## config.mk

```make
export PLATFORM = sky130hd
export DESIGN_NAME = aud_session_ctrl
export DESIGN_NICKNAME = d
export VERILOG_FILES = /design/src/rtl/aud_session_ctrl.sv
export SDC_FILE = /design/constraint.sdc
export NUM_CORES = 1
export LEC_CHECK = 0
export CORE_ASPECT_RATIO = 1.5
export CORE_MARGIN = 1
export CORE_UTILIZATION = 57
export CTS_CLUSTER_DIAMETER = 100
export DETAILED_ROUTE_END_ITERATION = 6
export DONT_BUFFER_PORTS = 1
export PLACE_DENSITY = 0.72
export REMOVE_ABC_BUFFERS = 1
export SYNTH_ARGS = -nofsm -noshare
export SYNTH_HDL_FRONTEND = slang
export SYNTH_SLANG_ARGS = --single-unit
```

## constraint.sdc

```tcl
create_clock -name i_clk -period 2.33 [get_ports i_clk]
set_clock_uncertainty 0.05 [all_clocks]
set_input_delay 0.466 -clock i_clk [delete_from_list [all_inputs] [get_ports i_clk]]
set_output_delay 0.466 -clock i_clk [all_outputs]
set_load 0.05 [all_outputs]
```

## src/rtl/aud_session_ctrl.sv

```systemverilog
// Lab3 audio recorder session sequencer: key pulses -> registered recorder/DSP command pulses,
// SRAM ownership gating and last-recording length. Define AUD_LOOP_PLAY_EN for looped playback.
module aud_session_ctrl #(
  parameter int                ADDR_W    = 20,
  parameter logic [ADDR_W-1:0] MAX_ADDR  = 20'hFFFFF,
  parameter int                PULSE_CYC = 2
) (
  input  logic              i_clk,
  input  logic              i_rst_n,
  input  logic              i_init_done,
  input  logic              i_key_start,
  input  logic              i_key_pause,
  input  logic              i_key_stop,
  input  logic              i_mode_rec,
  input  logic [ADDR_W-1:0] i_rec_addr,
  input  logic              i_dsp_done,
  output logic              o_rec_start,
  output logic              o_rec_pause,
  output logic              o_rec_stop,
  output logic              o_dsp_start,
  output logic              o_dsp_pause,
  output logic              o_dsp_stop,
  output logic [ADDR_W-1:0] o_end_addr,
  output logic              o_end_valid,
  output logic              o_player_en,
  output logic              o_sram_we_n,
  output logic [2:0]        o_state
);

  typedef enum logic [2:0] {
    S_INIT       = 3'd0,
    S_IDLE       = 3'd1,
    S_REC        = 3'd2,
    S_REC_PAUSE  = 3'd3,
    S_PLAY       = 3'd4,
    S_PLAY_PAUSE = 3'd5
  } state_t;

  localparam logic [5:0] CMD_REC_START = 6'b000001;
  localparam logic [5:0] CMD_REC_PAUSE = 6'b000010;
  localparam logic [5:0] CMD_REC_STOP  = 6'b000100;
  localparam logic [5:0] CMD_DSP_START = 6'b001000;
  localparam logic [5:0] CMD_DSP_PAUSE = 6'b010000;
  localparam logic [5:0] CMD_DSP_STOP  = 6'b100000;
  localparam logic [2:0] CNT_INIT      = 3'(PULSE_CYC - 1);

  state_t              state_q, state_d;
  logic [5:0]          cmd_q, cmd_d;
  logic [2:0]          cnt_q, cnt_d;
  logic [ADDR_W-1:0]   end_addr_q, end_addr_d;
  logic                end_valid_q, end_valid_d;
  logic [5:0]          fire_cmd;
  logic                loop_busy;
  logic                busy;
  logic                k_start, k_pause, k_stop;
  logic                rec_full;

`ifdef AUD_LOOP_PLAY_EN
  localparam logic [1:0] LOOP_NONE = 2'd0;
  localparam logic [1:0] LOOP_STOP = 2'd1;
  localparam logic [1:0] LOOP_GAP  = 2'd2;
  logic [1:0] loop_q, loop_d;
  assign loop_busy = (loop_q != LOOP_NONE);
`else
  assign loop_busy = 1'b0;
`endif

  // Keys are dropped while any command pulse (or loop restart) is in flight.
  assign busy     = (cmd_q != 6'd0) | loop_busy;
  assign k_stop   = i_key_stop & ~busy;
  assign k_pause  = i_key_pause & ~i_key_stop & ~busy;
  assign k_start  = i_key_start & ~i_key_pause & ~i_key_stop & ~busy;
  assign rec_full = (i_rec_addr == MAX_ADDR);

  always_comb begin
    state_d     = state_q;
    cmd_d       = cmd_q;
    cnt_d       = cnt_q;
    end_addr_d  = end_addr_q;
    end_valid_d = end_valid_q;
    fire_cmd    = 6'd0;
`ifdef AUD_LOOP_PLAY_EN
    loop_d      = loop_q;
`endif

    if (cmd_q != 6'd0) begin
      if (cnt_q == 3'd0) begin
        cmd_d = 6'd0;
`ifdef AUD_LOOP_PLAY_EN
        if (loop_q == LOOP_STOP) loop_d = LOOP_GAP;
`endif
      end else begin
        cnt_d = cnt_q - 3'd1;
      end
    end

    case (state_q)
      S_INIT: begin
        if (i_init_done) state_d = S_IDLE;
      end
      S_IDLE: begin
        if (k_start) begin
          if (i_mode_rec) begin
            state_d     = S_REC;
            fire_cmd    = CMD_REC_START;
            end_valid_d = 1'b0;
          end else if (end_valid_q) begin
            state_d  = S_PLAY;
            fire_cmd = CMD_DSP_START;
          end
        end
      end
      S_REC: begin
        // Hitting the last SRAM word ends the take exactly like a stop key.
        if (k_stop || rec_full) begin
          state_d     = S_IDLE;
          fire_cmd    = CMD_REC_STOP;
          end_addr_d  = i_rec_addr;
          end_valid_d = 1'b1;
        end else if (k_pause) begin
          state_d  = S_REC_PAUSE;
          fire_cmd = CMD_REC_PAUSE;
        end
      end
      S_REC_PAUSE: begin
        if (k_stop) begin
          state_d     = S_IDLE;
          fire_cmd    = CMD_REC_STOP;
          end_addr_d  = i_rec_addr;
          end_valid_d = 1'b1;
        end else if (k_start) begin
          state_d  = S_REC;
          fire_cmd = CMD_REC_START;
        end
      end
      S_PLAY: begin
`ifdef AUD_LOOP_PLAY_EN
        if (loop_q == LOOP_GAP) begin
          fire_cmd = CMD_DSP_START;
          loop_d   = LOOP_NONE;
        end else if (k_stop) begin
          state_d  = S_IDLE;
          fire_cmd = CMD_DSP_STOP;
        end else if (i_dsp_done && (loop_q == LOOP_NONE)) begin
          fire_cmd = CMD_DSP_STOP;
          loop_d   = LOOP_STOP;
        end else if (k_pause) begin
          state_d  = S_PLAY_PAUSE;
          fire_cmd = CMD_DSP_PAUSE;
        end
`else
        if (k_stop || i_dsp_done) begin
          state_d  = S_IDLE;
          fire_cmd = CMD_DSP_STOP;
        end else if (k_pause) begin
          state_d  = S_PLAY_PAUSE;
          fire_cmd = CMD_DSP_PAUSE;
        end
`endif
      end
      S_PLAY_PAUSE: begin
        if (k_stop) begin
          state_d  = S_IDLE;
          fire_cmd = CMD_DSP_STOP;
        end else if (k_start) begin
          state_d  = S_PLAY;
          fire_cmd = CMD_DSP_START;
        end
      end
      default: state_d = S_INIT;
    endcase

    if (fire_cmd != 6'd0) begin
      cmd_d = fire_cmd;
      cnt_d = CNT_INIT;
    end
  end

  always_ff @(posedge i_clk or negedge i_rst_n) begin
    if (!i_rst_n) begin
      state_q     <= S_INIT;
      cmd_q       <= 6'd0;
      cnt_q       <= 3'd0;
      end_addr_q  <= '0;
      end_valid_q <= 1'b0;
`ifdef AUD_LOOP_PLAY_EN
      loop_q      <= LOOP_NONE;
`endif
    end else begin
      state_q     <= state_d;
      cmd_q       <= cmd_d;
      cnt_q       <= cnt_d;
      end_addr_q  <= end_addr_d;
      end_valid_q <= end_valid_d;
`ifdef AUD_LOOP_PLAY_EN
      loop_q      <= loop_d;
`endif
    end
  end

  assign o_rec_start = cmd_q[0];
  assign o_rec_pause = cmd_q[1];
  assign o_rec_stop  = cmd_q[2];
  assign o_dsp_start = cmd_q[3];
  assign o_dsp_pause = cmd_q[4];
  assign o_dsp_stop  = cmd_q[5];
  assign o_end_addr  = end_addr_q;
  assign o_end_valid = end_valid_q;
  assign o_player_en = (state_q == S_PLAY);
  assign o_sram_we_n = (state_q != S_REC);
  assign o_state     = state_q;

endmodule

```

==> results.json <==
{
  "core_sq_um": 2940,
  "drc_errors": 0,
  "ff_latch_area_sq_um": 827,
  "hold_violations": 0,
  "required_ns": 2.47,
  "setup_violations": 0,
  "start_util_pct": 60.7,
  "io_pins": 60,
  "final_nets": 220,
  "reg2reg_to": "cmd_q[1]",
  "path_buf_inv": 1,
  "worst_pin_slew_ns": 0.610,
  "multiInputGateArea_sq_um": 895,
  "r2r_setup_slack_ns": 0.12,
  "cts_tree": "yes",
  "layout_commonest_cell": "dfrtp_1",
  "netlist_area_sq_um": 1790,
  "cts_made_buffers": 5,
  "crit_path_start": "o_state[1]",
  "rows": 24,
  "crit_path_end": "cmd_q[1]",
  "maxCapViolCount": 0,
  "overflow": 0,
  "grt_antenna_before_repair": 0,
  "async_flop_share_pct": 100,
  "fillers": 240,
  "crit_slowest_cell": "dfrtp_1",
  "cts.sinks": 33,
  "grt_pass1_wl_um": 7030,
  "num_vias": 1448,
  "synth_seq_area_share_pct": 46.3,
  "synth-edff-count": 0,
  "crit_arrival_ns": 2.35,
  "status": "complete, no violations",
  "place_ws_ns": 0.0936,
  "die_y_um": 70.5,
  "htree_levels": 2,
  "hold_path_class": "in2reg",
  "synth_warnings": 0,
  "gp_congestion": 0.914,
  "setup_slack_ns": 0.123,
  "fp.dieArea_sq_um": 3360,
  "synth_top_area_cell": "dfrtp_1",
  "slew_viol_final": 0,
  "grt_pass1_vias": 1534,
  "grt_usage_pct": 30.1,
  "diodes": 0,
  "drtPass1Iterations": 4,
  "cts.reportedPaths.clkPinSlew_ns": 0.07,
  "cts_root_buf": "clkbuf_8",
  "ant_nets": 0,
  "syn-instance-count": 168,
  "syn_area_per_cell_sq_um": 10.6,
  "start_kind": "flop",
  "dp_hpwl_um": 3410,
  "yosysTopAreaCellShare_pct": 46.3,
  "fin_crit_ns": 2.21,
  "slew_headroom_pct": 58.3,
  "placed_area_sq_um": 1940,
  "cp_slowest_stage_delay_ns": 0.46,
  "clk_latency_ns": 0.29,
  "path_cells": "buf_6 -> nand2b_1 -> or2_1 -> or4_1 -> nand3_2 -> nor3_4 -> a22o_1",
  "ff2ff_path_depth": 7,
  "drive_gt1_share_pct": 30.2,
  "synth.distinct_cells": 50,
  "design_area_sq_um": 2100,
  "end_kind": "flop",
  "critPathTopFamily": "simple AND/OR/NAND/NOR gates",
  "wl_um": 4550,
  "drt-initial-drc-count": 47,
  "grt_max_degree": 34,
  "area_growth_pct": 17.4,
  "cts.path.max_buffers": 2,
  "path_max_fanout": 17,
  "synth-seq-cells": 33,
  "viasPerCell": 6.35,
  "final_cell_mix": "dfrtp_1 (32), mux2_2 (21), nor2_1 (18)",
  "reg2reg_from": "o_state[1]",
  "routedWlPerCell_um": 20.0,
  "grt_setup_unrepaired": "no",
  "critPathKind": "reg2reg",
  "yosys-top-cells-area": "dfrtp_1 (46%), mux2_2 (13%), nor2_1 (3.8%), ha_1 (2.8%), nand4_1 (1.8%)",
  "fin_crit_sh_pct": 94.7,
  "max_clock_freq_ghz": 0.453,
  "cp_num_cells": 7,
  "post-cts-setup-buffers": 0,
  "die_w_um": 47.7,
  "ys.flop_type": "dfrtp_1",
  "port-buffer-count": 0
}
-- cell usage after synthesis (2+ instances only) --
cell       n
a21oi_1    6
ha_1       4
inv_1      8
nor3_1     5
o31ai_1    2
a32o_1     3
mux2_2    21
or3_1      3
a211oi_1   2
nand2b_1   3
and3_1     2
or2_2      3
nand4_1    5
dfrtp_1   33
a31oi_1    2
o211ai_1   2
nor4_1     2
clkbuf_1   2
o21ai_0    4
a21o_1     3
nand2_1    6
buf_4      2
nor2_1    18
-- worst min path at each step --
| stage | from | endpoint | cells after the start |
|---|---|---|---|
| 2_1_floorplan | i_rst_n | cmd_q[0] | 0 |
| 3_3_place_gp | i_rst_n | o_state[2] | 0 |
| 3_5_place_dp | i_rst_n | cmd_q[2] | 0 |
| 4_1_cts | i_rec_addr[7] | o_end_addr[7] | 1 |
| 5_1_grt | i_rec_addr[6] | o_end_addr[6] | 1 |
| 6_report | i_rec_addr[7] | o_end_addr[7] | 1 |
-- timing repair --
| item | in CTS | in global routing |
|---|---|---|
| endpoints found under the hold margin | 33 | 0 |
| hold buffers | 2 | 0 |
| setup endpoints to repair | 0 | 8 |
| gates resized for setup | 0 | 4 |
-- metrics by stage --
stage / std cells / hold WS [ns] / TNS (ns) / utilization (%)
final: 228 / 0.264 / 0 / 71.3
after global routing: 228 / 0.258 / 0 / 71.3
after CTS: 228 / 0.263 / 0 / 70.8
after detailed placement: 218 / 0.121 / 0 / 65.9
after global placement: 218 / 0.121 / 0 / 65.9
after floorplan: 161 / 0.120 / -5.91 / -
-- logic make-up after synthesis --
logic type | after synthesis | share of synthesized area, %
xor+xnor | 1 | 0.491
mux | 22 | 13.8
flops | 33 | 46.3
buf+inv | 15 | 4.13
compound gates | 37 | 15.6
fa+ha+maj | 4 | 2.80
simple gates | 56 | 17.0
-- registers in the layout, summed over array words and instances (netlist names) --
signal       count
cmd_q            6
cnt_q            3
o_end_addr      20
o_end_valid      1
o_state          3
-- per-layer routing --
metal | GRT usage [%] | vias to the layer above | part of all wire, %
met5 | 0 | - | 0
met4 | 13.3 | 0 | 2.5
met3 | 9.44 | 12 | 7.9
met2 | 51.2 | 75 | 55
met1 | 32.0 | 695 | 34
li1 | - | 666 | -
-- final cells by class --
cell class              count  area share (%)
multi-input cells         120            42.7
flip-flops and latches     33            39.4
repair buffers             20            8.65
clock buffers               5            3.28
well taps                  39            2.33
clock inverters             3            2.21
inverters                   8            1.43
Power is left out: the tool's default activity adds up to more than one toggle a clock period on the data nets, which glitch-free logic cannot reach.
